## config.mk

```make
export PLATFORM = sky130hd
export DESIGN_NAME = cpu_pipe_ctrl
export DESIGN_NICKNAME = d
export VERILOG_FILES = /design/src/rtl/cpu_pipe_ctrl.sv
export SDC_FILE = /design/constraint.sdc
export NUM_CORES = 1
export LEC_CHECK = 0
export ABC_AREA = 1
export CAP_MARGIN = 20
export CORE_ASPECT_RATIO = 0.8
export CORE_UTILIZATION = 25
export CTS_BUF_LIST = sky130_fd_sc_hd__clkbuf_2
export DETAILED_ROUTE_END_ITERATION = 12
export GPL_TIMING_DRIVEN = 0
export PLACE_DENSITY = 0.43
export SLEW_MARGIN = 15
export SYNTH_ARGS = -nofsm -noshare
export SYNTH_HDL_FRONTEND = slang
export SYNTH_SLANG_ARGS = --single-unit
```

## constraint.sdc

```tcl
create_clock -name clk -period 2.2 [get_ports clk]
set_input_delay 0.44 -clock clk [delete_from_list [all_inputs] [get_ports clk]]
set_output_delay 0.44 -clock clk [all_outputs]
set_load 0.05 [all_outputs]
```

## src/rtl/cpu_pipe_ctrl.sv

```systemverilog
// cpu_pipe_ctrl: scoreboard issue control between fetch and decode, with
// jump/branch wait, flush after taken jumps, error flags and a stall counter.
module cpu_pipe_ctrl #(
  parameter int JB_TIMEOUT = 15,
  parameter int CNT_W      = 16
) (
  input  logic             clk,
  input  logic             rst_n,
  input  logic             if_valid,
  input  logic [3:0]       if_rs1,
  input  logic [3:0]       if_rs2,
  input  logic             if_rs1_used,
  input  logic             if_rs2_used,
  input  logic [3:0]       if_rd,
  input  logic             if_rd_wr,
  input  logic             if_is_jb,
  input  logic             wb_wrt_en,
  input  logic [3:0]       wb_wrt_reg,
  input  logic             mem_busy,
  input  logic             jb_resolve,
  input  logic             jb_taken,
  output logic             issue,
  output logic             pc_en,
  output logic             dec_bubble,
  output logic             flush_if,
  output logic [15:0]      pending,
  output logic             jb_err,
  output logic             sb_err,
  output logic [CNT_W-1:0] stall_cnt
);
  typedef enum logic [1:0] {RUN, JB_WAIT, FLUSH} state_t;
  localparam logic [7:0] TO_MAX = 8'(JB_TIMEOUT);
  state_t             state_q, state_d;
  logic [15:0]        pending_q, pending_d;
  logic [7:0]         to_q, to_d;
  logic               jb_err_q, jb_err_d, sb_err_q, sb_err_d;
  logic [CNT_W-1:0]   stall_q, stall_d;
  logic               hazard, set_wr;
  always_comb begin
    hazard = (if_rs1_used & pending_q[if_rs1]) | (if_rs2_used & pending_q[if_rs2])
           | (if_rd_wr & pending_q[if_rd]);
    // rst_n gating keeps the handshake quiet while reset is held
    issue = rst_n & (state_q == RUN) & if_valid & !hazard & !mem_busy;
    pc_en = rst_n & (((state_q == RUN) & !mem_busy & (issue | !if_valid)) | (state_q == FLUSH));
    flush_if = rst_n & (state_q == FLUSH);
    dec_bubble = !issue;
    set_wr = issue & if_rd_wr;
    pending_d = pending_q;
    if (wb_wrt_en) pending_d[wb_wrt_reg] = 1'b0;
    if (set_wr) pending_d[if_rd] = 1'b1;
    // a retire coinciding with a new write to the same register is legal
    sb_err_d = sb_err_q | (wb_wrt_en & !pending_q[wb_wrt_reg] & !(set_wr & (if_rd == wb_wrt_reg)));
    stall_d = (if_valid & !issue & ~&stall_q) ? stall_q + 1'b1 : stall_q;
    state_d = state_q;
    to_d = to_q;
    jb_err_d = jb_err_q;
    case (state_q)
      RUN: if (issue & if_is_jb) begin
        state_d = JB_WAIT;
        to_d = '0;
      end
      JB_WAIT: if (jb_resolve) state_d = jb_taken ? FLUSH : RUN;
      else if (to_q == TO_MAX) begin
        state_d = RUN;
        jb_err_d = 1'b1;
      end else if (!mem_busy) to_d = to_q + 8'd1;
      default: state_d = RUN;
    endcase
  end
  always_ff @(posedge clk or negedge rst_n) begin
    if (!rst_n) begin
      state_q <= RUN;
      pending_q <= '0;
      to_q <= '0;
      jb_err_q <= 1'b0;
      sb_err_q <= 1'b0;
      stall_q <= '0;
    end else begin
      state_q <= state_d;
      pending_q <= pending_d;
      to_q <= to_d;
      jb_err_q <= jb_err_d;
      sb_err_q <= sb_err_d;
      stall_q <= stall_d;
    end
  end
  assign pending = pending_q;
  assign jb_err = jb_err_q;
  assign sb_err = sb_err_q;
  assign stall_cnt = stall_q;
endmodule

```

==> metrics.txt, run 1 <==
CTS sink cnt=44; Core Area=0.0123 sq mm; failing checks=setup timing; initial drt markers=199; drt pass-1 iters=5; Max FO, Critical Path=5; clk slew on worst S/H paths=270 ps; IO Port Bufs=61; die footprint=0.0133 sq mm; detailed-route via count=3,581; Final min period=2620 ps; Startpoint Class=register; Die X=129 um; number of global-route vias before repair=3,240; post-synthesis sequential area ratio=0.344; FF+latch count, synth=44; critical path class=reg -> out; slew margin rel.=0.479; H-Tree Depth=2; CTS tree=done; CP max-delay cell=dfrtp_2; total gr overflow=0; syn nets=526; Hold Crit Endpoint=stall_cnt[5]$_DFFE_PN0P_; GRT Util Overall=0.175; hold path depth=3; Mean Syn Cell Area=6.44 sq um; largest net degree at the start of global routing=29; worst r2r src=pending[5]$_DFF_PN0_; clock skew=36.8 ps; Main synth FF type=dfrtp_1; cell repeated most along the worst path=nand2_1; PwrDens=512 mW/mm^2; Reg2Reg Depth=16; Req. time, crit path=1760 ps; I/O pins=65; internal power=0.00140 W; setup violators final=3; HPWL after DPL=8.12 mm; nets=634; peak supply drop=0.230 mV; root buffer cell=clkbuf_2; pin slew with the least headroom to its limit=779 ps; final worst slack=-421 ps; Routed WL=11.1 mm; Max-Cap Viols=0; number of standard cells after synthesis=497; Die Ht=103 um; Reg area=0.00112 sq mm; # rows=36; Top delay family on crit path=simple AND/OR/NAND/NOR gates; ANT nets after route=0; placed insts=730; Async SR Flop Fraction=1.00; cell breakdown of the critical path=nand2_1, nand2_1, nand2_1, nand2_1, nand2_1, nand2_2, nor2_1, nor2_1, nor2_2, nand3_4, buf_8, nand2_2, nand2_2, o21ai_2, buf_6; total power=0.00238 W; RSZ-0062 raised after global routing=yes; RR Endpoint=pending[11]$_DFF_PN0_; Yosys Warn Count=0; Min-Delay Path Class=in -> reg; # fillers=1,331; combinational share of power=0.376; antenna violations before repair=0; non-filler cells, final=777; Post-synth EDFFs=0; Starting Density=0.259; Pins Over Slew Limit=0; DR vias/cell=4.61; fin crit share=1.19; commonest non-fill, non-tap cell in the layout=nand2_1; most frequent cells in the layout=176 x nand2_1, 48 x inv_1, 48 x nor2_1, 37 x nand3_1, 35 x dlygate4sd2_1; Worst EP arrival=2180 ps; Fmax achieved=0.382 GHz; share of cells above drive strength 1=0.185; first-pass GRT wire length=17.6 mm; Residual DRC=0; Worst-Skew Late Latency=450 ps; critical path buffer and inverter count=2; sequential power share=0.419; final hold vios=0; leakage=2.42 nW; Area Overhead vs Synth=45.0%; Mapped Area=0.00320 sq mm; multi-input logic area=0.00188 sq mm; P_sw=0.000971 W; CTS Buf Count=5; Hold Startpoint=if_valid; CP Capture Type=output pin; diode count=0; DR WL/cell=14.3 um; Clock Path Buffers=2; count of cell types in the netlist=30; Placer Congestion=0.847; Net Sw Frac=0.409; outcome=finished, violations left; pre-CTS setup slack=-1520 ps; clock group share of total power=0.205; slowest cell delay on critical path=510 ps; R2R setup slack=110 ps
[through the flow]
stage                     hold WS, ps  cell area (sq um)  utilization  setup TNS [ps]
after floorplan                   144               3270            -           -1.47
after global placement            453               4090        0.332         -129160
after detailed placement          417               4110        0.333          -23020
after CTS                         384               4520        0.366           -2590
after global routing              447               4640        0.376           -1840
final                             437               4640        0.376           -1170
[Yosys cell counts, drive strengths merged, types with 6 or more instances]
cell    number  area share
a21oi        6      0.0094
o21ai       22       0.034
o211ai       8       0.019
dfrtp       44        0.34
nand3       41       0.067
inv         56       0.066
xnor2        8       0.022
nand4       21       0.043
nor3         8       0.013
nand2      192        0.23
xor2         9       0.025
buf          9       0.020
nor2        50       0.062
[layout make-up]
| type | instances | share of cell area |
|---|---|---|
| well taps | 171 | 0.0461 |
| inverters | 56 | 0.0488 |
| flip-flops and latches | 44 | 0.242 |
| clock inverters | 3 | 0.00916 |
| plain buffers | 13 | 0.0261 |
| clock buffers | 5 | 0.00539 |
| repair buffers | 102 | 0.217 |
| multi-input cells | 383 | 0.406 |
[power groups by stage]
stage / clock network [W] / logic [W] / registers, W
finish: 0.000487 / 0.000894 / 0.000995
global route: 0.000537 / 0.000969 / 0.00101
CTS: 0.000521 / 0.000854 / 0.000996
detailed placement: 0 / 0.000806 / 0.00102
global placement: 0 / 0.000800 / 0.00102
floorplan: 0 / 0.000294 / 0.00120
[worst register-to-register path, cell delays in order, from the launching register on]
cell and delay, ps:
dfrtp_2 510, nand2_1 90, nand2_1 50, nand2_1 50
nand2_1 40, nand2_1 70, nand2_2 60, nor2_1 90
nor2_1 60, nor2_2 170, nand3_4 100, buf_4 140
buf_6 120, nor2_4 210, buf_6 170, nand2_1 60
nand2_1 60
[logic make-up after synthesis]
family	synth area share
simple gates	0.421
xor+xnor	0.0465
fa+ha+maj	0.00781
flops	0.344
buf+inv	0.0918
compound gates	0.0891
[sequential cells by signal, indices dropped and copies added, names as in the netlist]
register / flops
pending: 16
stall_cnt: 16
to_q: 8
state_q: 2
jb_err: 1
sb_err: 1
[worst max-delay path by stage]
| stage | start | to | cells after the start |
|---|---|---|---|
| after detailed placement | if_rd[0] | pc_en | 18 |
| after global placement | rst_n | pc_en | 11 |
| after floorplan | pending[0]$_DFF_PN0_ | issue | 13 |
| final | pending[5]$_DFF_PN0_ | pc_en | 15 |
| after CTS | pending[5]$_DFF_PN0_ | pc_en | 15 |
| after global routing | pending[14]$_DFF_PN0_ | pc_en | 15 |
[routing by layer]
metal / global-route usage / vias up / wire (um)
li1: - / 1826 / -
met1: 0.258 / 1661 / 5740
met2: 0.266 / 85 / 4680
met3: 0.0283 / 9 / 558
met4: 0.0425 / 0 / 119
met5: 0 / - / 0
[repair_timing]
action                                  4_1_cts  5_1_grt
hold endpoints to repair                     16        0
cloned                                        1        1
gates resized for setup                      84       18
buffers inserted                             28       12
hold buffers                                  3        0
endpoints found under the setup margin       50       25
pin swaps                                    12       10
No activity file was read; power rests on OpenSTA's default activity.
==> run 2: changes to the inputs <==
--- a/config.mk
+++ b/config.mk
@@ -8,11 +8,11 @@
 export ABC_AREA = 1
 export CAP_MARGIN = 20
 export CORE_ASPECT_RATIO = 0.8
-export CORE_UTILIZATION = 25
+export CORE_UTILIZATION = 54
 export CTS_BUF_LIST = sky130_fd_sc_hd__clkbuf_2
 export DETAILED_ROUTE_END_ITERATION = 12
 export GPL_TIMING_DRIVEN = 0
-export PLACE_DENSITY = 0.43
+export PLACE_DENSITY = 0.81
 export SLEW_MARGIN = 15
 export SYNTH_ARGS = -nofsm -noshare
 export SYNTH_HDL_FRONTEND = slang
==> metrics.txt, run 2 (synthesized netlist as in run 1, its figures left out) <==
I/O pins=65 (unchanged); Clock Path Buffers=2 (unchanged); GRT Util Overall=0.324 (+0.148); Reg area=0.00112 sq mm (-0.11%); Starting Density=0.573 (+0.314); Pins Over Slew Limit=0 (unchanged); slew margin rel.=0.632 (+0.153); CP Capture Type=output pin; largest net degree at the start of global routing=35 (+21%); failing checks=setup timing; initial drt markers=368 (+85%); commonest non-fill, non-tap cell in the layout=nand2_1; Area Overhead vs Synth=34.3%; detailed-route via count=3,614 (+0.92%); share of cells above drive strength 1=0.146 (-0.0391); CTS sink cnt=44 (unchanged); HPWL after DPL=6.91 mm (-15%); Min-Delay Path Class=in -> reg; DR vias/cell=5.41 (+17%); leakage=2.33 nW (-3.4%); CTS tree=done; pre-CTS setup slack=-1530 ps (-9.67 ps); # fillers=444 (-67%); # rows=24 (-33%); P_sw=0.000951 W (-2.1%); Max FO, Critical Path=5 (unchanged); number of global-route vias before repair=3,190 (-1.5%); PwrDens=538 mW/mm^2 (+5.2%); most frequent cells in the layout=182 x nand2_1, 49 x inv_1, 48 x nor2_1, 39 x nand3_1, 28 x dfrtp_1; Final Util=0.770 (+0.394); H-Tree Depth=2 (unchanged); internal power=0.00136 W (-2.9%); Residual DRC=0 (unchanged); setup violators final=12 (+9); Final min period=2640 ps (+16.9 ps); critical path class=reg -> out; final worst slack=-438 ps (-16.9 ps); Worst EP arrival=2200 ps (+20 ps); outcome=finished, violations left; Req. time, crit path=1760 ps (about the same); ANT nets after route=0 (unchanged); drt pass-1 iters=6 (+1); Fmax achieved=0.379 GHz (-0.64%); multi-input logic area=0.00185 sq mm (-1.9%); diode count=0 (unchanged); CTS Buf Count=5 (unchanged); final hold vios=0 (unchanged); pin slew with the least headroom to its limit=552 ps (-228 ps); sequential power share=0.430 (+0.011); R2R setup slack=-310 ps (-420 ps); clock group share of total power=0.214 (+0.009); clock skew=32.0 ps (-4.86 ps); Startpoint Class=register; combinational share of power=0.357 (-0.019); Worst-Skew Late Latency=430 ps (-20 ps); Die X=88.1 um (-31%); first-pass GRT wire length=15.5 mm (-12%); Core Area=0.00559 sq mm (-55%); RSZ-0062 raised after global routing=yes; Die Ht=70.9 um (-31%); Net Sw Frac=0.411 (+0.00191); peak supply drop=0.434 mV (+88%); total gr overflow=0 (unchanged); Placer Congestion=0.923 (+9.0%); root buffer cell=clkbuf_2; antenna violations before repair=0 (unchanged); nets=618 (-2.5%); DR WL/cell=14.6 um (+2.4%); Max-Cap Viols=0 (unchanged); clk slew on worst S/H paths=270 ps (about the same); Routed WL=9.77 mm (-12%); IO Port Bufs=61 (unchanged); fin crit share=1.20 (+0.00769); die footprint=0.00624 sq mm (-53%)
==> run 2: cell count changes in the layout (fill, tap and decap cells not counted), sizes merged, moves of 4 or more <==
cell	change
buf	-15
clkdlybuf4s50	+4
dlygate4sd2	-9
dlymetal6s2s	+5
==> run 2: worst paths after layout <==
kind | start | endpoint | cells past startpoint
max reg2reg | pending[10]$_DFF_PN0_ | to_q[4]$_DFFE_PN0P_ | 20
max in group asynchronous | rst_n | pending[7]$_DFF_PN0_ | 2
min in group asynchronous | rst_n | pending[11]$_DFF_PN0_ | 2
max | pending[10]$_DFF_PN0_ | pc_en | 15
min reg2reg | jb_err$_DFFE_PN0P_ | jb_err$_DFFE_PN0P_ | 2
min | if_valid | stall_cnt[4]$_DFFE_PN0P_ | 3
==> run 2: what timing repair did <==
action                     in CTS  in global routing
hold endpoints to repair       10                  0
buffers inserted               14                  6
hold buffers                    3                  0
resized for setup              67                 12
pin swaps                       5                 12
setup endpoints to repair      32                 36
==> run 2: layout make-up <==
| class | count | share of cell area |
|---|---|---|
| repair buffers | 85 | 0.190 |
| multi-input cells | 383 | 0.430 |
| plain buffers | 14 | 0.0273 |
| inverters | 56 | 0.0527 |
| flip-flops and latches | 44 | 0.261 |
| clock inverters | 3 | 0.0108 |
| clock buffers | 5 | 0.00582 |
| well taps | 78 | 0.0227 |
==> run 2: per-stage QoR <==
stage               total power [W]  area (sq um)  hold WS, ps  setup TNS [ps]  std cells
global placement            0.00179          3980          450         -107750        636
finish                      0.00231          4300          467           -3700        668
CTS                         0.00230          4220          423           -2120        662
detailed placement          0.00180          3990          337          -22400        637
global route                0.00243          4300          468           -5090        668
floorplan                   0.00150          3270          144           -1.47        497
==> run 2: power by group through the flow <==
stage                     Clock [W]  Combinational (W)  Sequential [W]
after floorplan                   0           0.000294         0.00120
after global placement            0           0.000781         0.00101
after detailed placement          0           0.000796         0.00101
after CTS                  0.000505           0.000805        0.000992
after global routing       0.000529           0.000893         0.00101
final                      0.000495           0.000825        0.000995
==> run 2: critical path, stage by stage (launching register included) <==
cell and delay, ps:
dfrtp_2 510, nand2_1 80, nand2_1 50, nand2_1 60, nand2_1 50, nand2_1 70, nand2_2 60, nor2_1 90
nor2_1 60, nor2_2 150, nand3_2 100, buf_6 150, nand2_4 50, nand2_2 50, o21ai_2 60, buf_6 170
==> run 2: per-layer routing <==
layer  up-vias  GRT usage  routed length, um
met3        14     0.0863                823
li1       1789          -                  -
met4         0     0.0950                102
met5         -          0                  0
met2       165      0.457               4220
met1      1646      0.484               4630
